File: config.mk
export PLATFORM = sky130hd
export DESIGN_NAME = hazard_controller
export DESIGN_NICKNAME = d
export VERILOG_FILES = /design/src/rtl/hazard_controller.sv
export SDC_FILE = /design/constraint.sdc
export NUM_CORES = 1
export LEC_CHECK = 0
export ABC_AREA = 1
export BUFFER_PORTS_ARGS = -buffer_cell sky130_fd_sc_hd__clkbuf_2
export CAP_MARGIN = 0
export CORE_UTILIZATION = 48
export CTS_CLUSTER_DIAMETER = 200
export DETAILED_ROUTE_END_ITERATION = 10
export GPL_TIMING_DRIVEN = 0
export MAX_ROUTING_LAYER = met4
export PLACE_DENSITY = 0.82
export SETUP_SLACK_MARGIN = 0.4
export SLEW_MARGIN = 20
export SYNTH_ARGS = -nofsm -noshare
export SYNTH_HDL_FRONTEND = slang
export SYNTH_SLANG_ARGS = --single-unit
File: constraint.sdc
create_clock -name clk -period 1.5 [get_ports clk]
set_input_delay 0.3 -clock clk [delete_from_list [all_inputs] [get_ports clk]]
set_output_delay 0.3 -clock clk [all_outputs]
set_load 0.02 [all_outputs]
File: src/rtl/hazard_controller.sv
// rtl/hazard_controller.sv - pipeline stall/flush sequencer (optional stall counter: HAZARD_STALL_CNT_EN)
module hazard_controller #(
    parameter int unsigned DIV_CYCLES = 32
) (
    input  logic       clk,
    input  logic       nrst,
    input  logic       id_valid,
    input  logic [4:0] id_rsA,
    input  logic [4:0] id_rsB,
    input  logic       id_use_in_id,
    input  logic       id_redirect,
    input  logic       exe_valid,
    input  logic [4:0] exe_rd,
    input  logic       exe_wr_en,
    input  logic       exe_is_load,
    input  logic       exe_is_div,
    output logic       if_stall,
    output logic       id_stall,
    output logic       exe_stall,
    output logic       id_flush,
    output logic       mem_flush,
    output logic       if_flush,
    output logic       div_start,
    output logic       div_busy
`ifdef HAZARD_STALL_CNT_EN
    ,
    output logic [31:0] stall_cnt
`endif
);

    localparam logic [1:0] RUN      = 2'd0;
    localparam logic [1:0] DIV_WAIT = 2'd1;
    localparam logic [1:0] DIV_DONE = 2'd2;

    localparam logic [7:0] CNT_INIT = 8'(DIV_CYCLES - 1);

    logic [1:0] state;
    logic [1:0] state_nxt;
    logic [7:0] cnt;
    logic [7:0] cnt_nxt;
    logic       ld_haz;

    // Only loads that feed an ID-stage consumer need a bubble; EXE-stage users are forwarded.
    assign ld_haz = exe_valid & exe_is_load & exe_wr_en & (exe_rd != 5'd0) &
                    id_valid & id_use_in_id &
                    ((id_rsA == exe_rd) | (id_rsB == exe_rd));

    always_comb begin
        state_nxt = state;
        cnt_nxt   = cnt;
        if_stall  = 1'b0;
        id_stall  = 1'b0;
        exe_stall = 1'b0;
        id_flush  = 1'b0;
        mem_flush = 1'b0;
        div_start = 1'b0;
        div_busy  = 1'b0;
        case (state)
            RUN: begin
                if (exe_valid && exe_is_div) begin
                    div_start = 1'b1;
                    if_stall  = 1'b1;
                    id_stall  = 1'b1;
                    exe_stall = 1'b1;
                    mem_flush = 1'b1;
                    state_nxt = DIV_WAIT;
                    cnt_nxt   = CNT_INIT;
                end else if (ld_haz) begin
                    if_stall = 1'b1;
                    id_stall = 1'b1;
                    id_flush = 1'b1;
                end
            end
            DIV_WAIT: begin
                if_stall  = 1'b1;
                id_stall  = 1'b1;
                exe_stall = 1'b1;
                mem_flush = 1'b1;
                div_busy  = 1'b1;
                cnt_nxt   = cnt - 8'd1;
                if (cnt == 8'd1) begin
                    state_nxt = DIV_DONE;
                end
            end
            DIV_DONE: begin
                // The div is still visible in EXE here; the pipeline advances instead of restarting it.
                div_busy  = 1'b1;
                state_nxt = RUN;
            end
            default: begin
                state_nxt = RUN;
                cnt_nxt   = 8'd0;
            end
        endcase
        // A stalled ID cannot redirect; the branch re-presents once ID releases.
        if_flush = id_redirect & id_valid & ~id_stall;
    end

    always_ff @(posedge clk or negedge nrst) begin
        if (!nrst) begin
            state <= RUN;
            cnt   <= 8'd0;
        end else begin
            state <= state_nxt;
            cnt   <= cnt_nxt;
        end
    end

`ifdef HAZARD_STALL_CNT_EN
    always_ff @(posedge clk or negedge nrst) begin
        if (!nrst) begin
            stall_cnt <= 32'd0;
        end else if (if_stall && (stall_cnt != 32'hFFFF_FFFF)) begin
            stall_cnt <= stall_cnt + 32'd1;
        end
    end
`else
    // No stall counter in this build.
`endif

endmodule
Yosys cells after proc, flatten, opt, wreduce, memory -nomap -nowiden:

Cells that the tools add are included.

* logic and storage cells: 41
* flip-flop bits (word level): 10
* input bits: 24
* output and inout port bits: 8

* eq/ne operators: 7
* bitwise operators: 11
* add/sub/neg operators: 1
* muxes and demuxes: 14
* reductions and logical operators: 6

Operator list (number)
* case mux 8 bit (3 select lines): 1
* equality test 5 bit: 2
* bitwise AND 1 bit: 8
* equality test 8 x 1 -> 1 bit (second input constant): 1
* two-way mux 8 bit: 1
* subtractor 8 x 1 -> 8 bit (second input constant): 1
* two-way mux 1 bit: 7
* nonzero test 5 bit: 1
* two-way mux 2 bit: 2
* inequality test 2 bit (second input constant): 2
* case mux 1 bit (2 select lines): 2
* case mux 2 bit (2 select lines): 1
* AND reduction 2 bit: 2
* equality test 2 x 1 -> 1 bit (second input constant): 1
* equality test 2 bit (second input constant): 1
* logical NOT 2 bit: 1
* inverter 1 bit: 2
* OR reduction 2 bit: 1
* logical AND 1 bit: 1
* bitwise OR 1 bit: 1

Longest topological paths before layout:

Gate-level depths: netlist (run 1).

* depth after elaboration: 11
* depth in mapped cells: 9
* gate-level depth less buffers: 9

Least setup slack after synthesis (run 1):

No wires, ideal clock.

* kind: flip-flop to output port
* start: register state[0]
* end: output if_stall
* cell stages (with the launch flop): 8
* buffers on the path: 1
* required time: 1.200 ns
* data arrival time: 1.561 ns
* setup slack: -0.361 ns
* path through: dfrtp_1 inv_1 ha_1 inv_1 nor2_1 nor2_1 nand2_1 buf_4

* longest elaborated chain between the ends: 2
* elaborated cells on any way between the ends: 3
* classes of those cells: 1 x eq/ne; 1 x mux; 1 x reduce/logical

Ends and longest elaborated chain
* from (decl): RTL line 37 `logic [1:0] state;`
* from (signal assigned): RTL line 104 `state <= state_nxt;`
* equality test 2 x 1 -> 1 bit / logical NOT 2 bit (equally long branches)
* case mux 1 bit (2 select lines) *
* to (decl): RTL line 17 `output logic if_stall,`

Every way passes the cells marked *; elsewhere a longest branch is shown, timed or not.

Worst setup path in the final report (run 1):

* start: register state[1]
* end: register cnt[7]

* longest elaborated chain between the ends: 3
* elaborated cells on any way between the ends: 7
* classes of those cells: 3 x eq/ne; 1 x mux; 1 x bitwise; 2 x reduce/logical

Ends and longest elaborated chain
* logical NOT 2 bit / equality test 2 bit (equally long branches): RTL line 58 `case (state)`
* inequality test 2 bit (no source line) / inverter 1 bit (equally long branches)
* AND reduction 2 bit (no source line)
* to (signal assigned): RTL line 105 `cnt <= cnt_nxt;`
* to (decl): RTL line 39 `logic [7:0] cnt;`

Parallel ways exist; a longest one is shown, timed or not.
A chain may end at the register's enable or synchronous reset.

==> results.yml, run 1 <==
die:
  start_util_pct: 50.9
  coreArea_um2: 1710
  io_pins: 32
  rows: 15
  die_x_um: 44.6
  die_h_um: 44.6
  die_area_um2: 1990
setup_path:
  cp_max_fo: 6
  worstSetupStartpointType: "flop"
  cp_cell_sequence: "inv_2, ha_4, buf_6, buf_6, buf_6, buf_6, nand2_8, nand2_8, nor3_4, nand3_1, o21ai_1, nor2_1"
  crit_path_end_kind: "flop"
  cp_num_buf_inv: 5
  critical-path-top-delay-family: "simple AND/OR/NAND/NOR gates"
  cpMostUsedCell: "buf_6"
  slowest_stage: "dfrtp_1"
  criticalPathCategory: "reg2reg"
  cpPeakStageDelay_ns: 0.38
  required_ns: 1.67
  worstPathArrival_ns: 2.03
synth:
  syn-num-nets: 163
  ys_types: 21
  syn_inst: 134
  ys_seq_elements: 10
  avgSynthCellArea_um2: 6.49
  syn_area_um2: 870
  synth_top_area_share_pct: 28.8
  synth.yosys.seq_area_share_pct: 28.8
  yosys-top-cells-area: "dfrtp_1 (29%), nand2_1 (14%), inv_1 (10%), nor2_1 (8.2%), ha_1 (7.2%)"
  ys_warn_count: 0
  yosysTopAreaCell: "dfrtp_1"
drt:
  via_per_inst: 5.35
  ant_nets: 0
  vias: 1119
  routedWlPerCell_um: 16.3
  route.detailed.drc: 0
  initialDrtViolationCount: 53
  dr.pass1.iters: 4
  postRouteWirelength_mm: 3.40
cells_and_area:
  drive_above_1_share_pct: 48.9
  diodes: 0
  syn_to_final_growth_pct: 68.5
  final_nets: 214
  fin_cells: 209
placed_design:
  dpl.hpwl_mm: 1.53
  place_inst: 190
  routabilityCongestion: 0.877
  preCtsSetupSlack_ns: -0.119
  port_buffers: 31
timing:
  worst_hold_slack_ns: 0.449
  period_minus_slack_ns: 1.86
  slew_headroom_pct: 76.3
  setup_ws_ns: -0.357
  worst_slew_pin_slew_ns: 0.352
  setup-violations-final: 17
  skew_ns: 0.00960
  slew_violations: 0
  grt_setup_unrepaired: "true"
  max_freq_ghz: 0.539
  hold_violations: 0
  finalCritPeriodShare_pct: 124
outcome:
  violations: "setup timing"
  status: "complete, but fails checks"
pwr:
  p_clk_share_pct: 8.5
  power_mw: 2.98
  switching_share_pct: 47.6
  switching_power_mw: 1.42
  power_frac_comb_pct: 76.8
  power_frac_seq_pct: 14.7
  power_leakage_nw: 0.764
  p_int_mw: 1.56
  vdd_drop_max_uv: 1190
  power.density_nw_per_um2: 2030
global_routing:
  track_usage_pct: 32.2
  first_global_vias: 1051
  grt_overflow: 0
  antenna_found_initial: 0
  grt_pass1_wl_mm: 4.51
  grt_start_max_net_pins: 11
clock_network:
  clock_latency_ns: 0.28
  clock_sinks: 10
  cts_buffers: 3
  cts_tree: "done"
  cts-htree-levels: 1
  cts_buffer_depth: 2
  cts-root-buf: "clkbuf_4"
  clkTransAtPathRegs_ns: 0.08
job:
  maxCapViolations: 0
worst_hold_path:
  hold_class: "in2async"
stage by stage:
stage	utilization, %	cell area, µm²	TNS, ns
finish	85.8	1470	-3.56
global route	85.8	1470	-4.29
CTS	82.0	1400	-2.54
detailed placement	65.6	1120	-0.347
global placement	65.6	1120	-0.154
floorplan	-	933	0
layout by cell type, fill, tap and decap left out, drive strengths merged:
cell	instances
nand3	9
nand2	37
nor3	2
a21oi	8
clkbuf	29
inv	27
xor2	2
o22ai	1
dlygate4sd3	1
xnor2	2
dfrtp	10
ha	5
a22oi	2
nor2	21
buf	22
o21ai	6
kinds of logic (layout without fill, tap and decap cells):
group | count (synthesis) | after routing | share of synthesized area [%]
adders and majority gates | 5 | 5 | 7.19
and+or+nand+nor | 69 | 69 | 36.1
buffers and inverters | 29 | 79 | 13.4
DFF | 10 | 10 | 28.8
xor gates and xnor gates | 4 | 4 | 4.03
AOI/OAI and AO/OA | 17 | 17 | 10.5
registers in the layout (all words and copies together), names as in the netlist:
register,count
state,2
cnt,8
power by group through the flow:
stage,clock network [mW],logic (mW),registers (mW)
6_report,0.254,2.29,0.438
5_1_grt,0.268,2.40,0.445
4_1_cts,0.249,1.85,0.427
3_5_place_dp,0,1.20,0.437
3_3_place_gp,0,1.17,0.431
2_1_floorplan,0,0.970,0.424
Yosys cell counts, drive strengths merged:
master / instances
nand3: 9
nand2: 37
buf: 2
a21oi: 8
xor2: 2
o22ai: 1
inv: 27
o21ai: 6
nor3: 2
xnor2: 2
ha: 5
dfrtp: 10
a22oi: 2
nor2: 21
path summary, 6_finish.rpt:
check | from | endpoint | slack (ns) | cells past startpoint
max | state[1] | cnt[7] | -0.36 | 12
min | nrst | cnt[3] | 0.45 | 2
max reg2reg | state[1] | cnt[7] | -0.36 | 12
min reg2reg | cnt[7] | cnt[7] | 0.59 | 2
max in group asynchronous | nrst | cnt[0] | 0.83 | 2
min in group clk | cnt[7] | cnt[7] | 0.59 | 2
layer usage:
| metal | up-vias | wire length, µm | track usage, % |
|---|---|---|---|
| met5 | - | 0 | - |
| met2 | 70 | 1820 | 58.8 |
| li1 | 512 | - | - |
| met1 | 525 | 1250 | 33.4 |
| met3 | 12 | 233 | 10.6 |
| met4 | 0 | 89 | 6.67 |
cell type report:
class | instances | area, µm²
Multi-Input combinational cell | 95 | 661
Timing Repair Buffer | 46 | 360
Sequential cell | 10 | 250
Fill cell | 87 | 243
Inverter | 27 | 104
Clock buffer | 4 | 36.3
Tap cell | 25 | 31.3
Buffer | 2 | 22.5
repair_timing:
item                                   4_1_cts  5_1_grt
endpoints found under the hold margin       10        0
buffers inserted                            12        2
hold buffers                                 1        0
gates resized for setup                     34       16
pin swaps                                    8        5
setup endpoints to repair                   18       18
Power figures use the tool's default switching activity.
==> inputs of run 2 (changes only) <==
--- a/config.mk
+++ b/config.mk
@@ -8,12 +8,13 @@
 export ABC_AREA = 1
 export BUFFER_PORTS_ARGS = -buffer_cell sky130_fd_sc_hd__clkbuf_2
 export CAP_MARGIN = 0
-export CORE_UTILIZATION = 48
+export CORE_UTILIZATION = 50
+export CTS_BUF_LIST = sky130_fd_sc_hd__clkbuf_8
 export CTS_CLUSTER_DIAMETER = 200
 export DETAILED_ROUTE_END_ITERATION = 10
 export GPL_TIMING_DRIVEN = 0
 export MAX_ROUTING_LAYER = met4
-export PLACE_DENSITY = 0.82
+export PLACE_DENSITY = 0.85
 export SETUP_SLACK_MARGIN = 0.4
 export SLEW_MARGIN = 20
 export SYNTH_ARGS = -nofsm -noshare
==> run 2 against run 1 <==
Effect of this change: the run now fails in 5_1_grt; synthesized area unchanged; synthesized cell count unchanged.
==> results.yml, run 2 <==
outcome:
  status: "did not finish"
  stop_stage: "5_1_grt"
  tool.error: "[ERROR GRT-0232] Routing congestion too high. Check the congestion heatmap in the GUI."
placed_design:
  port_buffers: 31
  routabilityCongestion: 0.833
  dpl.hpwl_mm: 1.65
  preCtsSetupSlack_ns: -0.112
synth:
  yosys-top-cells-area: "dfrtp_1 (29%), nand2_1 (14%), inv_1 (10%), nor2_1 (8.2%), ha_1 (7.2%)"
  syn_area_um2: 870
  muxShareOfSynthArea_pct: 0
  synth_enable_flop_cells: 0
  synth_compound_area_share_pct: 10.5
  synth_top_area_share_pct: 28.8
  synthSimpleGateAreaFrac_pct: 36.1
  synthAdderAreaFrac_pct: 7.19
  async_reset_ff_share_pct: 100
  syn_inst: 134
  ys_types: 21
  synthTopCellsByCount: "nand2_1 (33), inv_1 (24), nor2_1 (19), dfrtp_1 (10), a21oi_1 (8)"
  ys_warn_count: 0
  synth.most_common_cell: "nand2_1"
  avgSynthCellArea_um2: 6.49
  synth_top_family_by_area: "simple AND/OR/NAND/NOR gates"
  synth.yosys.seq_area_share_pct: 28.8
  synth_flop_cell: "dfrtp_1"
  ys_seq_elements: 10
  syn-num-nets: 163
  synth-xor-area-share_pct: 4.03
  yosysTopAreaCell: "dfrtp_1"
die:
  io_pins: 32
  die_x_um: 43.7
  die_h_um: 43.7
  rows: 14
  start_util_pct: 55.8
clock_network:
  cts_buffers: 3
  cts-htree-levels: 1
  cts-root-buf: "clkbuf_8"
  cts_buffer_depth: 2
  clock_sinks: 10
global_routing:
  track_usage_pct: 66.0
  grt_start_max_net_pins: 11
  grt_overflow: 19
timing:
  endpoint_type: "primary output"
  postGrtWorstEndpoint: "if_stall"
==> run 2: kinds of logic after synthesis <==
group	after synthesis
buffers and inverters	29
and+or+nand+nor	69
AOI/OAI and AO/OA	17
adders and majority gates	5
xor gates and xnor gates	4
DFF	10
==> run 2: metal layers <==
metal  track usage, %  overflow
met5                -         -
met4             76.9         8
met3             36.3         0
met2             87.5        11
met1             61.4         0
==> run 2: what timing repair did <==
| item | CTS |
|---|---|
| gates resized for setup | 31 |
| pin swaps | 6 |
| setup buffers | 11 |
| setup endpoints to repair | 18 |
| hold endpoints to repair | 10 |
| hold buffers | 1 |
| cloned | 0 |
==> run 2: per-stage QoR <==
stage	cell area, µm²	std cells	hold WS [ns]
2_1_floorplan	933	134	0.00441
3_3_place_gp	1110	181	0.176
3_5_place_dp	1110	181	0.174
4_1_cts	1360	196	0.461
==> inputs of run 3 (changes only) <==
--- a/config.mk
+++ b/config.mk
@@ -8,14 +8,11 @@
 export ABC_AREA = 1
 export BUFFER_PORTS_ARGS = -buffer_cell sky130_fd_sc_hd__clkbuf_2
 export CAP_MARGIN = 0
-export CORE_UTILIZATION = 50
-export CTS_BUF_LIST = sky130_fd_sc_hd__clkbuf_8
-export CTS_CLUSTER_DIAMETER = 200
+export CORE_AREA = 2 2 63 65
 export DETAILED_ROUTE_END_ITERATION = 10
+export DIE_AREA = 0 0 65 67
 export GPL_TIMING_DRIVEN = 0
-export MAX_ROUTING_LAYER = met4
-export PLACE_DENSITY = 0.85
-export SETUP_SLACK_MARGIN = 0.4
+export PLACE_DENSITY_LB_ADDON = 0.15
 export SLEW_MARGIN = 20
 export SYNTH_ARGS = -nofsm -noshare
 export SYNTH_HDL_FRONTEND = slang
==> run 3 against run 2 <==
Effect of this change: the flow now finishes, with violations (setup timing).
==> results.yml, run 3 (synthesized netlist as in run 1, its figures left out) <==
clock_network:
  clock_latency_ns: 0.24
  cts_tree: "done"
  cts_buffers: 3
  cts-root-buf: "clkbuf_8"
  clkTransAtPathRegs_ns: 0.05
  cts-htree-levels: 1
  clock_sinks: 10
  cts_buffer_depth: 2
cells_and_area:
  mostFrequentLayoutCell: "nand2_1"
  largest-register: "cnt"
  final_util_pct: 38.9
  largest_register_ff_count: 8
  diodes: 0
  final_nets: 211
  top_regs: "cnt (8), state (2)"
  mostFrequentLayoutCells: "nand2_1 (31), clkbuf_2 (24), inv_1 (18), nor2_1 (15), dfrtp_1 (10)"
  drive_above_1_share_pct: 43.9
  syn_to_final_growth_pct: 61.4
timing:
  max_freq_ghz: 0.575
  skew_ns: 0.00237
  setup-violations-final: 10
  setup_ws_ns: -0.240
  slew_headroom_pct: 82.5
  hold_violations: 0
  slew_violations: 0
  period_minus_slack_ns: 1.74
  grt_setup_unrepaired: "true"
  worst_slew_pin_slew_ns: 0.263
  finalCritPeriodShare_pct: 116
global_routing:
  grt_pass1_wl_mm: 3.71
  first_global_vias: 949
  antenna_found_initial: 0
  track_usage_pct: 10.9
  grt_start_max_net_pins: 11
  grt_overflow: 0
drt:
  ant_nets: 0
  routedWlPerCell_um: 9.65
  initialDrtViolationCount: 34
  vias: 942
  postRouteWirelength_mm: 2.20
  route.detailed.drc: 0
  dr.pass1.iters: 4
  via_per_inst: 4.13
placed_design:
  port_buffers: 31
  routabilityCongestion: 0.769
  dpl.hpwl_mm: 1.61
setup_path:
  critical-path-top-delay-family: "flip-flops"
  cp_num_buf_inv: 4
  worstSetupStartpointType: "flop"
  crit_path_end_kind: "output port"
  cp_max_fo: 3
  slowest_stage: "dfrtp_1"
  worstPathArrival_ns: 1.44
  cp_cell_sequence: "inv_2, ha_4, inv_2, nor2_4, nor2_4, nand2_4, buf_6, buf_8"
  required_ns: 1.20
  criticalPathCategory: "reg2out"
  cpPeakStageDelay_ns: 0.39
  r2r_setup_slack_ns: -0.11
pwr:
  power_mw: 2.47
  power_leakage_nw: 0.738
  vdd_drop_max_uv: 393
  power.density_nw_per_um2: 1760
die:
  die_x_um: 65
  rows: 22
  coreArea_um2: 3610
  die_h_um: 67
  start_util_pct: 24.1
  die_area_um2: 4360
  io_pins: 32
job:
  maxCapViolations: 0
outcome:
  violations: "setup timing"
  status: "complete, but fails checks"
worst_hold_path:
  hold_class: "in2async"
run 3: final cells by class:
cell class / instances / area [µm²]
Timing Repair Buffer: 43 / 318
Sequential cell: 10 / 250
Fill cell: 388 / 2200
Clock buffer: 3 / 41.3
Tap cell: 48 / 60.1
Buffer: 2 / 22.5
Multi-Input combinational cell: 95 / 608
Inverter: 27 / 104
run 3: through the flow:
| step | TNS (ns) | area [µm²] | hold WS (ns) | setup WS (ns) | cells |
|---|---|---|---|---|---|
| final | -1.64 | 1400 | 0.465 | -0.240 | 228 |
| after global routing | -2.61 | 1400 | 0.503 | -0.322 | 228 |
| after global placement | -0.596 | 1120 | 0.184 | -0.187 | 213 |
| after CTS | -1.26 | 1290 | 0.475 | -0.245 | 221 |
| after floorplan | -0.00599 | 908 | 0.00441 | -0.00599 | 134 |
| after detailed placement | -0.639 | 1120 | 0.184 | -0.192 | 213 |
run 3: power breakdown:
part	internal, mW	total (mW)	switching (mW)
combinational	0.814	1.76	0.945
sequential	0.372	0.433	0.0608
clock	0.176	0.282	0.106
total	1.36	2.47	1.11
run 3: path summary, 6_finish.rpt:
kind,from,endpoint,depth (start not counted)
worst min register to register,cnt[7],cnt[7],2
worst max register to register,state[0],cnt[7],10
min in group clk,cnt[7],cnt[7],2
worst max-delay path,state[0],if_stall,8
max in group asynchronous,nrst,cnt[4],2
worst min-delay path,nrst,cnt[3],2
run 3: what timing repair did:
action	CTS	global route
buffers inserted	4	7
pin swaps	4	9
gates cloned	0	0
gates resized for setup	20	17
hold buffers	1	0
hold endpoints to repair	10	0
setup endpoints to repair	7	13
run 3: routing by layer:
metal  part of all wire [%]  vias up  GRT usage, %
met2                     55       14          21.3
met1                     41      421          11.9
li1                       -      505             -
met5                      0        -             0
met4                   0.86        0          3.99
met3                    2.5        2          1.52
